--- config.mk ---
export PLATFORM = sky130hd
export DESIGN_NAME = fifo_sync_ctrl
export DESIGN_NICKNAME = d
export VERILOG_FILES = /design/src/rtl/fifo_sync_ctrl.sv
export SDC_FILE = /design/constraint.sdc
export NUM_CORES = 1
export LEC_CHECK = 0
export CELL_PAD_IN_SITES_DETAIL_PLACEMENT = 0
export CELL_PAD_IN_SITES_GLOBAL_PLACEMENT = 1
export CORE_AREA = 2 2 53 55
export DETAILED_ROUTE_END_ITERATION = 8
export DIE_AREA = 0 0 55 57
export DONT_BUFFER_PORTS = 1
export MAX_ROUTING_LAYER = met4
export PLACE_DENSITY = 0.88
export RECOVER_POWER = 100
export SLEW_MARGIN = 20
export SYNTH_ARGS = -nofsm -noshare
export SYNTH_HDL_FRONTEND = slang
export SYNTH_SLANG_ARGS = --single-unit
--- constraint.sdc ---
create_clock -name clk -period 3.7 [get_ports clk]
set_clock_uncertainty 0.05 [all_clocks]
set_input_delay 0.74 -clock clk [delete_from_list [all_inputs] [get_ports clk]]
set_output_delay 0.74 -clock clk [all_outputs]
set_load 0.01 [all_outputs]
--- src/rtl/fifo_sync_ctrl.sv ---
// fifo_sync_ctrl: single-clock pointer, flag and error controller for a dual-port FIFO memory.
// Define FIFO_SYNC_CTRL_DROP_CNT_EN to add the saturating drop_cnt output.
module fifo_sync_ctrl #(
    parameter int unsigned ADDR_WIDTH = 6,
    parameter int unsigned AF_MARGIN  = 4,
    parameter int unsigned AE_MARGIN  = 4
) (
    input  logic                  clk,
    input  logic                  rst,
    input  logic                  push,
    input  logic                  pop,
    input  logic                  flush,
    input  logic                  clr_err,
    output logic                  mem_wr_en,
    output logic [ADDR_WIDTH-1:0] mem_waddr,
    output logic                  mem_rd_en,
    output logic [ADDR_WIDTH-1:0] mem_raddr,
    output logic                  rd_valid,
    output logic                  full,
    output logic                  empty,
    output logic                  almost_full,
    output logic                  almost_empty,
    output logic [ADDR_WIDTH:0]   count,
    output logic                  overflow,
    output logic                  underflow
`ifdef FIFO_SYNC_CTRL_DROP_CNT_EN
    ,
    output logic [15:0]           drop_cnt
`endif
);

    localparam int unsigned DEPTH = 2 ** ADDR_WIDTH;
    localparam int unsigned PW    = ADDR_WIDTH + 1;
    localparam logic [PW-1:0] AF_LEVEL = PW'(DEPTH - AF_MARGIN);
    localparam logic [PW-1:0] AE_LEVEL = PW'(AE_MARGIN);

    logic [PW-1:0] wptr;
    logic [PW-1:0] rptr;
    logic          push_ok;
    logic          pop_ok;
    logic          push_rej;
    logic          pop_rej;

    // Status flags come only from the registered pointers.
    assign full  = (wptr[ADDR_WIDTH] != rptr[ADDR_WIDTH]) &&
                   (wptr[ADDR_WIDTH-1:0] == rptr[ADDR_WIDTH-1:0]);
    assign empty = (wptr == rptr);
    assign count = wptr - rptr;

    assign almost_full  = (count >= AF_LEVEL);
    assign almost_empty = (count <= AE_LEVEL);

    // Memory strobes are suppressed during reset so no write lands while state is cleared.
    assign push_ok  = push & ~full  & ~flush & ~rst;
    assign pop_ok   = pop  & ~empty & ~flush & ~rst;
    assign push_rej = push & full  & ~flush;
    assign pop_rej  = pop  & empty & ~flush;

    assign mem_wr_en = push_ok;
    assign mem_rd_en = pop_ok;
    assign mem_waddr = wptr[ADDR_WIDTH-1:0];
    assign mem_raddr = rptr[ADDR_WIDTH-1:0];

    // Pointers and read-valid pipeline; flush returns both pointers to zero.
    always_ff @(posedge clk or posedge rst) begin
        if (rst) begin
            wptr     <= '0;
            rptr     <= '0;
            rd_valid <= 1'b0;
        end else if (flush) begin
            wptr     <= '0;
            rptr     <= '0;
            rd_valid <= 1'b0;
        end else begin
            wptr     <= wptr + PW'(push_ok);
            rptr     <= rptr + PW'(pop_ok);
            rd_valid <= pop_ok;
        end
    end

    // Sticky errors: a new error in the clearing cycle wins over clr_err.
    always_ff @(posedge clk or posedge rst) begin
        if (rst) begin
            overflow  <= 1'b0;
            underflow <= 1'b0;
        end else begin
            overflow  <= push_rej | (overflow  & ~clr_err);
            underflow <= pop_rej  | (underflow & ~clr_err);
        end
    end

`ifdef FIFO_SYNC_CTRL_DROP_CNT_EN
    logic [1:0]  drop_inc;
    logic [16:0] drop_sum;

    assign drop_inc = {1'b0, push_rej} + {1'b0, pop_rej};
    assign drop_sum = {1'b0, drop_cnt} + 17'(drop_inc);

    always_ff @(posedge clk or posedge rst) begin
        if (rst) begin
            drop_cnt <= '0;
        end else if (clr_err) begin
            drop_cnt <= '0;
        end else if (drop_sum[16]) begin
            drop_cnt <= 16'hFFFF;
        end else begin
            drop_cnt <= drop_sum[15:0];
        end
    end
`endif

endmodule

After elaboration in Yosys (flattened, before gate mapping). Index checks and enable logic that the tools add are counted.

Bitwise operators: 19. Equality and inequality tests: 3. Reductions and logical operators: 1. $lt $le $gt $ge: 2. Muxes and demuxes: 3. Add/sub/neg operators: 3.

Operators with widths (count): $add 7x1->7 (2); $mux 7 (2); $and 1x1->1 (12); $eq 7x7->1 (1); $ge 7x6->1 const B (1); $le 7x3->1 const B (1); $sub 7x7->7 (1); $eq 6x6->1 (1); $not 1->1 (5); $or 1x1->1 (2); $logic_and 1x1->1 (1); $mux 1 (1); $ne 1x1->1 (1).

Output and inout bits: 28. Register bits: 17. Bits of input ports: 6. Word-level logic and storage cells: 36.

Logic depth before layout (Yosys ltp). Gate-level depths: netlist (run 1).

Word-level depth: 8. Mapped depth: 12. Mapped depth without buffers: 12.

Least setup slack after synthesis (run 1). No wires, ideal clock.

Kind: flip-flop to output port. Start: reg wptr[0]. End: out almost_full. Data required time: 2.910 ns. Cell stages (with the launch flop): 10. Buffers on the path: 0. Arrival: 1.992 ns. Slack: 0.918 ns. Cell sequence: dfrtp_1 > inv_1 > ha_1 > inv_1 > fa_1 > a211oi_2 > nor2_1 > xor2_1 > nand3_1 > o21ai_0.

Word-level cells in the longest chain between the ends: 2.

Ends and longest elaborated chain: start: declaration (RTL line 37) `logic [PW-1:0] wptr;`; start signal: assignment (RTL line 75) `wptr <= wptr + PW'(push_ok);`; $sub 7x7->7 (RTL line 48) `assign count = wptr - rptr;`; net count[4] (RTL line 23) `output logic [ADDR_WIDTH:0] count,`; $ge 7x6->1 (RTL line 50) `assign almost_full = (count >= AF_LEVEL);`; end: declaration (RTL line 21) `output logic almost_full,`.

The timed path passes the listed nets, and every way through them passes these cells.

Final worst setup path (run 1). Ends and elaborated chain as after synthesis.

==> summary.md, run 1 <==
| Metric | Value |
|---|---|
| Status | `finished, final reports clean` |
| Ys async rst share | `between 90% and 100%` |
| Crit share post-route | `about nine tenths` |
| Row Count | `19` |
| WP data arrival | `roughly 2.6 ns` |
| Root Buffer Master | `clkbuf_4` |
| Worst vdd ir | `158 µV` |
| Synth Area in Compound Gates | `6.36%` |
| Share of layout cells above drive strength 1 | `5.00%` |
| DRT antenna net count | `0` |
| Combinational family with the most area after synthesis | `simple AND/OR/NAND/NOR gates` |
| Placed insts | `approximately 150` |
| Final setup TNS | `0 ns` |
| Leakage power | `0.000542 µW` |
| Synth warn | `0` |
| Clock Sink Count | `17` |
| Slew Limit Fails | `0` |
| Crit path largest cell delay | `approximately 0.45 ns` |
| GRT overflow | `0` |
| Leading area contributor after synthesis | `dfrtp_1` |
| Synth top area cells | `dfrtp_1, ha_1, buf_4, xnor2_1, nor2_1` |
| Adder-cell share of the synthesized area | `12.3%` |
| Initial core utilization | `between 40% and 50%` |
| Top cell type's share of synthesized area | `36.1%` |
| Post-route insts no fill | `between 150 and 200` |
| Die Wd | `55 µm` |
| # diodes | `0` |
| Crit Path Category | `reg -> out` |
| Crit-path cells | `inv_1 > ha_1 > inv_1 > fa_1 > a211oi_2 > nor2_1 > xor2_1 > nand3_1 > o21ai_0` |
| H-tree depth | `1` |
| Cell Area, Synth | `0.00118 mm²` |
| EDFF count, synth | `0` |
| Post-synth cell types | `26` |
| Core area | `roughly 0.0026 mm²` |
| Routed vias | `797` |
| Total die area | `about 0.0031 mm²` |
| Slowest cell on crit path | `dfrtp_1` |
| TritonCTS buffer count | `3` |
| Post-DP HPWL | `1730 µm` |
| Mux cell area share after synthesis | `0.848%` |
| Tot GR Track Use | `between 10% and 20%` |
| Post-Synth Simple-Gate Area | `about a fifth` |
| Final core utilization | `43.9%` |
| Number of global-route vias before repair | `795` |
| Setup WS pre-CTS | `0.529 ns` |
| Hold_buf cts | `0` |
| Setup ws final | `0.364 ns` |
| GPL Wtd Cong | `0.894` |
| Max cap viols | `0` |
| RSZ-0062 raised after global routing | `false` |
| Largest net degree at the start of global routing | `20` |
| Gate Count Post-Synth | `130` |
| Synth Flop Type | `dfrtp_1` |
| CTS tree | `yes` |
| Crit. End Element | `output pin` |
| Layout Nets | `approximately 140` |
| Final WL | `2180 µm` |
| Worst slew pin tran | `about 0.74 ns` |
| Detailed Route Iter0 Violations | `12` |
| Crit path launch type | `flop` |
| TritonRoute pass-1 iters | `4` |
| Final min period | `3.34 ns` |
| DRC viols | `0` |
| First-pass GRT wire length | `3480 µm` |
| Post-CTS Resized | `0` |
| Hold Path Class | `in -> async` |
| Post-CTS setup buffers | `0` |
| Final hold slack | `about 0.36 ns` |
| Max Clk Rate | `300 MHz` |
| Avg Cell Area, Syn | `9.08 µm²` |
| Post-synthesis sequential area ratio | `36.1%` |
| Input/output buffers | `0` |
| WL/cell | `14.4 µm` |
| Vias per cell | `5.28` |
| Clk_lat worst skew | `0.28 ns` |
| IO Pins | `34` |
| Max_slew headroom | `50.1%` |
| WP data required | `approximately 2.9 ns` |
| Seq cells post-synth | `17` |
| Max clock buf depth | `2` |
| Setup-failing EPs final | `0` |
| Synth Area in XOR/XNOR | `between 10 and 15%` |
| Synthesized net count | `between 100 and 150` |
| Clock transition at the registers of the reported paths | `0.10 ns` |
| Critical path peak fanout | `3` |
| Area Growth Syn to Fin | `-2.76%` |
| Pwr Density | `272 mW/mm²` |
| Final hold vios | `0` |
| Crit-path most repeated cell | `inv_1` |
| Antenna violations before repair | `0` |
| Die extent in y | `approximately 57 µm` |
==> where the power goes <==
group | switching (µW) | internal, µW | leakage [µW]
combinational | 14.4 | 7.09 | 0.000291
sequential | 3.33 | 188 | 0.000235
clock | 57.6 | 41.8 | 0.0000150
total | 75.3 | 237 | 0.000542
==> cells by family (layout without fill, tap and decap cells) <==
group | count (synthesis) | in the layout
mux | 1 | 1
simple gates | 45 | 45
compound gates | 12 | 12
xor+xnor | 15 | 15
flops | 17 | 17
buf+inv | 29 | 19
fa+ha+maj | 11 | 11
==> cell usage in the layout (no fill, tap or decap), types with 2 or more instances in the layout <==
master / n
nor2b_1: 5
dfrtp_1: 17
nand3_1: 9
a21oi_1: 2
inv_1: 15
nand3b_1: 3
nor2_1: 18
clkbuf_4: 3
nor4b_1: 3
xor2_1: 7
o21ai_0: 7
xnor2_1: 8
ha_1: 10
nand2b_1: 2
==> cells in the mapped netlist, types with 2 or more instances <==
master     n
a21oi_1    2
xnor2_1    8
nor4b_1    3
nor2_1    18
o21ai_0    6
nand2b_1   2
inv_1     15
dfrtp_1   17
nand3b_1   3
nor2b_1    5
nand3_1    9
xor2_1     7
ha_1      10
clkbuf_1   2
buf_4     12
==> metrics by stage <==
step	total power [µW]	instance area [µm²]
global route	334	1150
global placement	217	1120
floorplan	217	1180
detailed placement	217	1120
finish	312	1150
CTS	317	1150
==> path summary, 6_finish.rpt <==
kind                       startpoint     endpoint  slack (ns)  depth (start not counted)
setup reg to reg              rptr[2]      wptr[6]        0.54                         12
setup / recovery              wptr[0]  almost_full        0.36                          9
hold reg to reg               wptr[6]      wptr[6]        0.52                          2
hold / removal                    rst     rd_valid        0.36                          1
min in group clk                flush      wptr[2]        0.46                          1
max in group asynchronous         rst      wptr[5]        2.84                          1
==> registers in the layout (all words and copies together), names as in the netlist <==
signal,count
overflow,1
underflow,1
rd_valid,1
rptr,7
wptr,7
==> worst max-delay path: cells and delay by family (launching register included) <==
| kind | cells | cell delay [ns] |
|---|---|---|
| xor gates and xnor gates | 1 | 0.35 |
| and+or+nand+nor | 2 | 0.21 |
| adders and majority gates | 2 | 0.56 |
| AOI/OAI and AO/OA | 2 | 0.56 |
| DFF | 1 | 0.45 |
| buffers and inverters | 2 | 0.13 |
==> per-layer routing <==
layer	share of wire, %	wire length (µm)	GRT usage, %
met5	0	0	-
met4	2.1	45	6.62
met3	6.2	136	3.66
met2	46	994	22.1
met1	46	1000	21.7
==> area by class of cell <==
type	count	area, µm²
clock buffers	4	26.3
fillers	263	1470
well taps	31	38.8
inverters	15	56.3
flip-flops and latches	17	425
multi-input cells	84	601
No activity file was read; power rests on OpenSTA's default activity.
==> run 2: changes to the inputs <==
--- a/config.mk
+++ b/config.mk
@@ -11,9 +11,11 @@
 export DETAILED_ROUTE_END_ITERATION = 8
 export DIE_AREA = 0 0 55 57
 export DONT_BUFFER_PORTS = 1
+export GPL_TIMING_DRIVEN = 1
 export MAX_ROUTING_LAYER = met4
 export PLACE_DENSITY = 0.88
 export RECOVER_POWER = 100
+export SKIP_LAST_GASP = 1
 export SLEW_MARGIN = 20
 export SYNTH_ARGS = -nofsm -noshare
 export SYNTH_HDL_FRONTEND = slang
==> results of run 2 <==
Final layout, timing and power as in run 1 (identical DEF).
==> run 3: changes to the inputs <==
--- a/config.mk
+++ b/config.mk
@@ -5,6 +5,7 @@
 export SDC_FILE = /design/constraint.sdc
 export NUM_CORES = 1
 export LEC_CHECK = 0
+export CAP_MARGIN = 5
 export CELL_PAD_IN_SITES_DETAIL_PLACEMENT = 0
 export CELL_PAD_IN_SITES_GLOBAL_PLACEMENT = 1
 export CORE_AREA = 2 2 53 55
@@ -14,7 +15,7 @@
 export GPL_TIMING_DRIVEN = 1
 export MAX_ROUTING_LAYER = met4
 export PLACE_DENSITY = 0.88
-export RECOVER_POWER = 100
+export RECOVER_POWER = 25
 export SKIP_LAST_GASP = 1
 export SLEW_MARGIN = 20
 export SYNTH_ARGS = -nofsm -noshare
==> summary.md, run 3 (synthesized netlist as in run 1, its figures left out) <==
| Metric | Value |
|---|---|
| DRC viols | `0` |
| TritonCTS buffer count | `3` |
| RSZ-0062 raised after global routing | `false` |
| Vias per cell | `between 5 and 6` |
| Max clock buf depth | `2` |
| Max cap viols | `0` |
| Max_slew headroom | `50.1%` |
| Worst setup startpoint | `wptr[0]` |
| TritonRoute pass-1 iters | `4` |
| Pwr Density | `272 mW/mm²` |
| Die extent in y | `57 µm` |
| Clock transition at the registers of the reported paths | `~0.10 ns` |
| Met3 Use GR | `under 10%` |
| GRT overflow | `0` |
| Final min period | `around 3.3 ns` |
| Post-CTS setup buffers | `0` |
| DRT antenna net count | `0` |
| Final setup TNS | `0 ns` |
| Layout Nets | `138` |
| Area Growth Syn to Fin | `-2.76%` |
| Worst slew pin tran | `between 0.7 and 0.8 ns` |
| R2R depth | `12` |
| Post-CTS Resized | `0` |
| WP data required | `2.91 ns` |
| Tot GR Track Use | `between 15 and 20%` |
| Status | `finished, final reports clean` |
| Leakage power | `0.000542 µW` |
| Crit path launch type | `flop` |
| Fill count | `between 200 and 300` |
| Routed vias | `801` |
| Root Buffer Master | `clkbuf_4` |
| WP data arrival | `2.55 ns` |
| H-tree depth | `1` |
| Share of layout cells above drive strength 1 | `5.00%` |
| Row Count | `19` |
| GR peak layer | `met2` |
| WL/cell | `14.4 µm` |
| Clock Sink Count | `17` |
| First-pass GRT wire length | `3480 µm` |
| Final hold vios | `0` |
| Met1 global-route usage | `21.7%` |
| Antenna violations before repair | `0` |
| Number of global-route vias before repair | `795` |
| Regs by FF count | `rptr: 7 flops, wptr: 7 flops` |
| Design Power | `312 µW` |
| Die Wd | `55 µm` |
| Crit share post-route | `90.4%` |
| Hold_buf cts | `0` |
| Final WL | `2180 µm` |
| Final hold slack | `0.357 ns` |
| Critical path peak fanout | `3` |
| Crit Path Category | `reg -> out` |
| Largest net degree at the start of global routing | `20` |
| Initial core utilization | `between 40% and 50%` |
| Hold Path Class | `in -> async` |
| Area occupied by multi-input gates | `601 µm²` |
| Met2 GRT Util | `22.1%` |
| R2R setup slack | `0.54 ns` |
| # diodes | `0` |
| Core area | `0.00262 mm²` |
| Slew Limit Fails | `0` |
| Register Area | `425 µm²` |
| FF-to-FF Start | `rptr[2]` |
| Total die area | `0.00314 mm²` |
| Max Clk Rate | `299 MHz` |
| Crit. End Element | `output pin` |
| Worst setup endpoint | `almost_full` |
| Detailed Route Iter0 Violations | `12` |
| GPL Wtd Cong | `0.894` |
| Post-DP HPWL | `1730 µm` |
| Setup-failing EPs final | `0` |
| Most common cell after layout, fill and taps aside | `nor2_1` |
| Clk_lat worst skew | `between 0.2 and 0.3 ns` |
| Most frequent cells in the layout | `nor2_1, dfrtp_1, inv_1` |
| Input/output buffers | `0` |
| Worst vdd ir | `158 µV` |
| IO Pins | `34` |
| Reg2reg end | `wptr[6]` |
| CTS tree | `yes` |
run 3: report_power, final:
| part | internal [µW] | total [µW] | switching [µW] |
|---|---|---|---|
| Clock | 41.8 | 99.5 | 57.6 |
| Sequential | 188 | 191 | 3.33 |
| Combinational | 7.11 | 21.5 | 14.4 |
run 3: worst min-delay path by stage:
stage | start | endpoint | slack [ns] | cells past startpoint
floorplan | rptr[6] | rptr[6] | 0.47 | 2
global placement | rptr[6] | rptr[6] | 0.49 | 2
detailed placement | wptr[6] | wptr[6] | 0.51 | 2
CTS | rst | rd_valid | 0.39 | 1
global route | rst | overflow | 0.40 | 1
finish | rst | rd_valid | 0.36 | 1
run 3: final cells by class:
class	instances	share of cell area, %
Tap cell	31	3.38
Sequential cell	17	37.1
Multi-Input combinational cell	84	52.3
Inverter	15	4.91
Clock buffer	4	2.29
run 3: metal layers:
layer / up-vias / share of wire [%]
li1: 394 / -
met1: 379 / 46
met2: 24 / 46
met3: 4 / 6.2
met4: 0 / 2.1
met5: - / 0
run 3: per-stage QoR:
| stage | setup WS [ns] | area, µm² | util [%] | instances |
|---|---|---|---|---|
| floorplan | 0.918 | 1180 | - | 130 |
| global placement | 0.541 | 1120 | 42.9 | 147 |
| detailed placement | 0.529 | 1120 | 42.9 | 147 |
| CTS | 0.333 | 1150 | 43.9 | 151 |
| global route | 0.162 | 1150 | 43.9 | 151 |
| finish | 0.355 | 1150 | 43.9 | 151 |
run 3: critical path: stages (launching register included):
cell and delay [ns]:
dfrtp_1 0.45, inv_1 0.08, ha_1 0.15, inv_1 0.05, fa_1 0.41, a211oi_2 0.24, nor2_1 0.09, xor2_1 0.35
nand3_1 0.12, o21ai_0 0.33
